===== src/rtl/ps2_pkg.sv =====
// Shared PS/2 definitions: controller state encoding, frame edge numbers
// and the parity helper used by the host transmitter and the keyboard receiver.
package ps2_pkg;

  typedef enum logic [2:0] {
    ST_IDLE,
    ST_INHIBIT,
    ST_REQ,
    ST_SHIFT,
    ST_WAIT_IDLE
  } ps2_state_t;

  localparam int PS2_FRAME_EDGES = 11;
  localparam int PS2_ACK_EDGE    = 11;
  localparam int PS2_PARITY_EDGE = 9;
  localparam int PS2_STOP_EDGE   = 10;

  // Odd parity: the parity bit makes the total count of ones in data+parity odd.
  function automatic logic odd_parity(input logic [7:0] d);
    return ~^d;
  endfunction

endpackage


===== src/rtl/ps2_sync.sv =====
// Synchronizes the raw PS/2 clock and data pins into clk and flags falling
// edges of the synchronized PS/2 clock.
module ps2_sync (
  input  logic clk,
  input  logic rst_n,
  input  logic ps2_clk_in,
  input  logic ps2_data_in,
  output logic clk_sync,
  output logic data_sync,
  output logic clk_fall
);

  logic [1:0] clk_meta;
  logic [1:0] data_meta;
  logic       clk_prev;

  // NOTE: flops reset to 1 (bus idle level) so leaving reset cannot fake a falling edge.
  always_ff @(posedge clk or negedge rst_n) begin
    if (!rst_n) begin
      clk_meta  <= 2'b11;
      data_meta <= 2'b11;
      clk_prev  <= 1'b1;
    end else begin
      // NOTE: non-blocking assignments let every flop sample the old value, forming a real shift chain.
      clk_meta  <= {clk_meta[0], ps2_clk_in};
      data_meta <= {data_meta[0], ps2_data_in};
      clk_prev  <= clk_meta[1];
    end
  end

  assign clk_sync  = clk_meta[1];
  assign data_sync = data_meta[1];
  assign clk_fall  = clk_prev & ~clk_meta[1];

endmodule


===== src/rtl/ps2_host_tx.sv =====
// Host-to-device PS/2 command transmitter: inhibit, request-to-send, 8 data
// bits LSB first, odd parity, stop, device ACK, with a whole-transaction timeout.
module ps2_host_tx
  import ps2_pkg::*;
#(
  parameter int FREQ       = 25,
  parameter int INHIBIT_US = 100,
  parameter int TIMEOUT_US = 15000
) (
  input  logic       clk,
  input  logic       rst_n,
  input  logic       tx_valid,
  input  logic [7:0] tx_data,
  output logic       tx_ready,
  output logic       done,
  output logic       error,
  output logic       busy,
  output logic       rx_inhibit,
  input  logic       ps2_clk_in,
  input  logic       ps2_data_in,
  output logic       ps2_clk_oe,
  output logic       ps2_data_oe
);

  localparam int INH_CYC = FREQ * INHIBIT_US;
  localparam int TO_CYC  = FREQ * TIMEOUT_US;
  localparam int INH_W   = $clog2(INH_CYC + 1);
  localparam int TO_W    = $clog2(TO_CYC + 1);

  localparam logic [INH_W-1:0] INH_PRE  = INH_W'(INH_CYC - 2);
  localparam logic [INH_W-1:0] INH_LAST = INH_W'(INH_CYC - 1);
  localparam logic [TO_W-1:0]  TO_LAST  = TO_W'(TO_CYC);

  ps2_state_t       state, state_n;
  logic [7:0]       data_q, data_n;
  logic             par_q, par_n;
  logic             ack_q, ack_n;
  logic [INH_W-1:0] inh_cnt, inh_n;
  logic [3:0]       edge_cnt, edge_n;
  logic [TO_W-1:0]  to_cnt, to_n;
  logic             clk_oe_n, data_oe_n, done_n, error_n;

  logic clk_sync, data_sync, clk_fall;

  ps2_sync u_sync (
    .clk        (clk),
    .rst_n      (rst_n),
    .ps2_clk_in (ps2_clk_in),
    .ps2_data_in(ps2_data_in),
    .clk_sync   (clk_sync),
    .data_sync  (data_sync),
    .clk_fall   (clk_fall)
  );

  // tx_ready lags busy by one cycle so the done/error cycle never accepts.
  assign busy       = (state != ST_IDLE);
  assign rx_inhibit = busy;
  assign tx_ready   = (state == ST_IDLE) & ~done & ~error;

  always_ff @(posedge clk or negedge rst_n) begin
    if (!rst_n) begin
      state       <= ST_IDLE;
      data_q      <= '0;
      par_q       <= 1'b0;
      ack_q       <= 1'b0;
      inh_cnt     <= '0;
      edge_cnt    <= '0;
      to_cnt      <= '0;
      ps2_clk_oe  <= 1'b0;
      ps2_data_oe <= 1'b0;
      done        <= 1'b0;
      error       <= 1'b0;
    end else begin
      state       <= state_n;
      data_q      <= data_n;
      par_q       <= par_n;
      ack_q       <= ack_n;
      inh_cnt     <= inh_n;
      edge_cnt    <= edge_n;
      to_cnt      <= to_n;
      ps2_clk_oe  <= clk_oe_n;
      ps2_data_oe <= data_oe_n;
      done        <= done_n;
      error       <= error_n;
    end
  end

  always_comb begin
    // NOTE: every output of this block gets a default first, so no path can infer a latch.
    state_n   = state;
    data_n    = data_q;
    par_n     = par_q;
    ack_n     = ack_q;
    inh_n     = inh_cnt;
    edge_n    = edge_cnt;
    to_n      = to_cnt;
    clk_oe_n  = ps2_clk_oe;
    data_oe_n = ps2_data_oe;
    done_n    = 1'b0;
    error_n   = 1'b0;

    unique case (state)
      ST_IDLE: begin
        clk_oe_n  = 1'b0;
        data_oe_n = 1'b0;
        if (tx_valid && tx_ready) begin
          data_n   = tx_data;
          par_n    = odd_parity(tx_data);
          inh_n    = '0;
          edge_n   = '0;
          clk_oe_n = 1'b1;
          state_n  = ST_INHIBIT;
        end
      end

      ST_INHIBIT: begin
        inh_n = inh_cnt + INH_W'(1);
        if (inh_cnt == INH_PRE) data_oe_n = 1'b1;
        if (inh_cnt == INH_LAST) begin
          clk_oe_n = 1'b0;
          // The first REQ cycle already counts toward the timeout.
          to_n     = TO_W'(1);
          state_n  = ST_REQ;
        end
      end

      ST_REQ, ST_SHIFT, ST_WAIT_IDLE: begin
        to_n = to_cnt + TO_W'(1);
        if (state == ST_REQ) begin
          if (clk_fall) begin
            data_oe_n = ~data_q[0];
            edge_n    = 4'd1;
            state_n   = ST_SHIFT;
          end
        end else if (state == ST_SHIFT) begin
          if (clk_fall) begin
            edge_n = edge_cnt + 4'd1;
            if (edge_n <= 4'd8) begin
              data_oe_n = ~data_q[edge_cnt[2:0]];
            end else if (edge_n == 4'(PS2_PARITY_EDGE)) begin
              data_oe_n = ~par_q;
            end else if (edge_n == 4'(PS2_STOP_EDGE)) begin
              data_oe_n = 1'b0;
            end else if (edge_n == 4'(PS2_ACK_EDGE)) begin
              data_oe_n = 1'b0;
              ack_n     = ~data_sync;
              state_n   = ST_WAIT_IDLE;
            end
          end
        end else if (clk_sync && data_sync) begin
          done_n  = ack_q;
          error_n = ~ack_q;
          state_n = ST_IDLE;
        end

        if (to_cnt == TO_LAST) begin
          clk_oe_n  = 1'b0;
          data_oe_n = 1'b0;
          done_n    = 1'b0;
          error_n   = 1'b1;
          state_n   = ST_IDLE;
        end
      end

      default: state_n = ST_IDLE;
    endcase
  end

endmodule


===== config.mk =====
export PLATFORM = sky130hd
export DESIGN_NAME = ps2_host_tx
export DESIGN_NICKNAME = d
export VERILOG_FILES = /design/src/rtl/ps2_pkg.sv /design/src/rtl/ps2_sync.sv /design/src/rtl/ps2_host_tx.sv
export SDC_FILE = /design/constraint.sdc
export NUM_CORES = 1
export LEC_CHECK = 0
export BUFFER_PORTS_ARGS = -buffer_cell sky130_fd_sc_hd__buf_2
export CORE_UTILIZATION = 55
export CTS_CLUSTER_SIZE = 10
export DETAILED_ROUTE_END_ITERATION = 8
export PLACE_DENSITY = 0.83
export SLEW_MARGIN = 20
export SYNTH_ARGS = -nofsm -noshare
export SYNTH_HDL_FRONTEND = slang
export SYNTH_SLANG_ARGS = --single-unit

===== constraint.sdc =====
create_clock -name clk -period 2.2 [get_ports clk]
set_input_delay 0.44 -clock clk [delete_from_list [all_inputs] [get_ports clk]]
set_output_delay 0.44 -clock clk [all_outputs]
set_load 0.05 [all_outputs]

==> flow_summary.toml <==
[outcome]
outcome = "complete, no violations"

[power_and_ir_drop]
p_leak_nw = 1.69
ir_drop_uv = 679
total_power_mw = 4.53
powerDensity_nw_per_um2 = 1230

[logic_synthesis]
yosysSeqAreaShare_pct = 45.3
synthTopCellsByArea = "dfrtp_1 41%, nand2_1 6.4%, nor2_1 4.7%"
ys_ff_latch = 57
synth_nets = 357
ys_types = 57
yosysTopAreaCell = "dfrtp_1"
synth_enable_flop_cells = 0
netlist_area_sq_um = 3160
yosysWarnings = 0
synthArstFlopShare_pct = 100
postSynthAreaPerCell_sq_um = 9.44
postSynthCellCount = 335
synth.top_cell.area_share_pct = 41.1
synthFlopType = "dfrtp_1"

[timing]
finalCritPeriodShare_pct = 96.6
rsz0062_at_grt = "no"
relSlewSlack_pct = 57.0
holdWs_ns = 0.121
min_period_ns = 2.13
slew_violations = 0
hold_viol_final = 0
setup_ws_ns = 0.0739
clock-skew-final_ns = 0.00922
finalSetupViolations = 0
tightest_slew_ns = 0.646
tns_ns = 0
fmax_ghz = 0.470

[worst_setup_path]
cp.required_ns = 1.76
endpoint_kind = "primary output"
cp-endpoint = "tx_ready"
rr_startpoint = "state[1]"
crit_family = "flip-flops"
critPathBufInv = 2
startpoint_type = "flop"
cp-startpoint = "state[2]"
r2r_setup_slack_ns = 0.11
cpMostUsedCell = "nor3_4"
cp_slowest_cell = "dfrtp_1"
crit_type = "reg2out"
path_max_fanout = 10
r2r_cells = 6
crit_chain = "nor3_4 -> inv_1 -> nor3_4 -> clkbuf_4"
timing.rr.end = "to_cnt[10]"
path_depth = 4
critPathArrivalTime_ns = 1.69
cpPeakStageDelay_ns = 0.53

[drt]
ant_nets = 0
vias = 2621
drt_wl_total_mm = 7.17
drt_pre_antenna_iters = 5
drtIter0Drc = 156
drc = 0
drt-wirelength-per-cell_um = 16.2
routed_via_density = 5.90

[die]
die_area_sq_um = 6060
row_count = 27
dieWidth_um = 77.8
io_pins = 20
die_h_um = 77.8
core-area_sq_um = 5540
start_util_pct = 57.1

[cells_and_area]
syn_to_final_growth_pct = 16.3
layout_commonest_cell = "nand2_1"
final_cell_mix = "54 x nand2_1, 51 x dfrtp_1, 40 x nor2_1"
finalInstanceArea_sq_um = 3680
seq_area_sq_um = 1430
final_cells = 444
multi_input_area_sq_um = 1630
diodes = 0
nNetsFinal = 389
final_util_pct = 66.4
drive_gt1_share_pct = 20.2
fill_cells = 411

[cts]
cts_setup_buffers = 0
clkTransAtPathRegs_ns = 0.07
ctsHoldBuffers = 0
cts_tree = "built"
cts_buffer_depth = 2
numCtsBuffers = 9
cts.sinks = 57
clock_latency_ns = 0.34
root_buffer = "clkbuf_8"
htree_num_levels = 3

[place]
placed_cell_area_sq_um = 3380
gp_congestion = 0.868
portBuffers = 19
place_ws_ns = 0.150
hpwl_mm = 4.79
dp_cells = 428

[global_route]
grt_antenna_before_repair = 0
grt_max_degree = 29
grt_use_total_pct = 26.1
grt_pass1_vias = 2524
grt-ovfl-total = 0
grt_pass1_wl_mm = 11.9

[hold_path]
hp-class = "in2async"

[run]
maxCapViolations = 0
## cell type report
class,count,share of cell area (%)
Clock buffer,11,4.12
Multi-Input combinational cell,255,44.3
Inverter,10,1.02
Sequential cell,57,39.0
Timing Repair Buffer,34,5.71
Clock inverter,5,3.40
Tap cell,72,2.45
## cell usage after synthesis, types with 2 or more instances
library cell / number
xnor2_1: 17
mux2_2: 3
nor2_1: 40
clkbuf_8: 2
a211oi_1: 3
a21oi_1: 11
o211ai_1: 2
nand2b_1: 3
nand4_1: 8
o21ai_0: 19
buf_6: 2
and4_1: 2
nor3_1: 12
nand2_1: 54
and3_1: 5
xor2_1: 9
dfrtp_1: 52
dfstp_2: 5
and4b_1: 2
mux2i_1: 5
a21boi_0: 2
clkbuf_1: 3
buf_2: 4
nor2b_1: 3
ha_1: 9
nand3_1: 15
inv_1: 10
mux4_2: 2
a31oi_1: 3
## power by group
group / total, mW / switching, mW / internal (mW)
Sequential: 1.57 / 0.282 / 1.29
Combinational: 1.60 / 0.997 / 0.606
Clock: 1.36 / 0.429 / 0.927
## cells by family after synthesis
| kind of cell | count (synthesis) | share of synthesized area (%) |
|---|---|---|
| adder cells (fa/ha/maj) | 9 | 3.56 |
| AO/OA/AOI/OAI | 52 | 10.6 |
| buffers and inverters | 23 | 4.15 |
| multiplexers | 10 | 4.07 |
| flip-flops | 57 | 45.3 |
| AND/OR/NAND/NOR | 158 | 25.1 |
| XOR/XNOR | 26 | 7.20 |
## layer usage
| metal | part of all wire [%] | wire length (um) | global-route usage [%] | vias up |
|---|---|---|---|---|
| li1 | - | - | - | 1220 |
| met1 | 42 | 3030 | 32.6 | 1293 |
| met2 | 49 | 3550 | 41.9 | 86 |
| met3 | 5.3 | 378 | 7.06 | 22 |
| met4 | 3.1 | 220 | 12.3 | 0 |
| met5 | 0 | 0 | 0 | - |
## worst register-to-register path, stage by stage (launching register included)
cell,delay [ns]
dfrtp_1,0.53
nand4bb_1,0.34
nand4b_1,0.33
a211oi_2,0.37
and3_1,0.22
xnor2_1,0.13
nor2_1,0.05
## state kept, by name, indices dropped and copies added (netlist names)
signal,flops
par_q,1
edge_cnt,4
state,3
ps2_data_oe,1
u_sync.clk_meta,2
to_cnt,19
inh_cnt,12
done,1
ps2_clk_oe,1
data_q,8
u_sync.clk_prev,1
ack_q,1
u_sync.data_meta,2
error,1
## repair_timing
item                                    CTS  global route
endpoints found under the setup margin    1             5
gates resized for setup                   1             5
pin swaps                                 0             0
gates cloned                              0             0
## how the worst min path moves through the flow
stage | cells after the start | to | slack (ns) | start
global route | 1 | error | 0.15 | rst_n
global placement | 0 | u_sync.data_meta[1] | 0.35 | u_sync.data_meta[0]
detailed placement | 0 | u_sync.clk_meta[1] | 0.35 | u_sync.clk_meta[0]
floorplan | 0 | ack_q | 0.14 | rst_n
finish | 1 | ack_q | 0.12 | rst_n
CTS | 1 | edge_cnt[2] | 0.14 | rst_n
(Power assumes the default switching activity.)
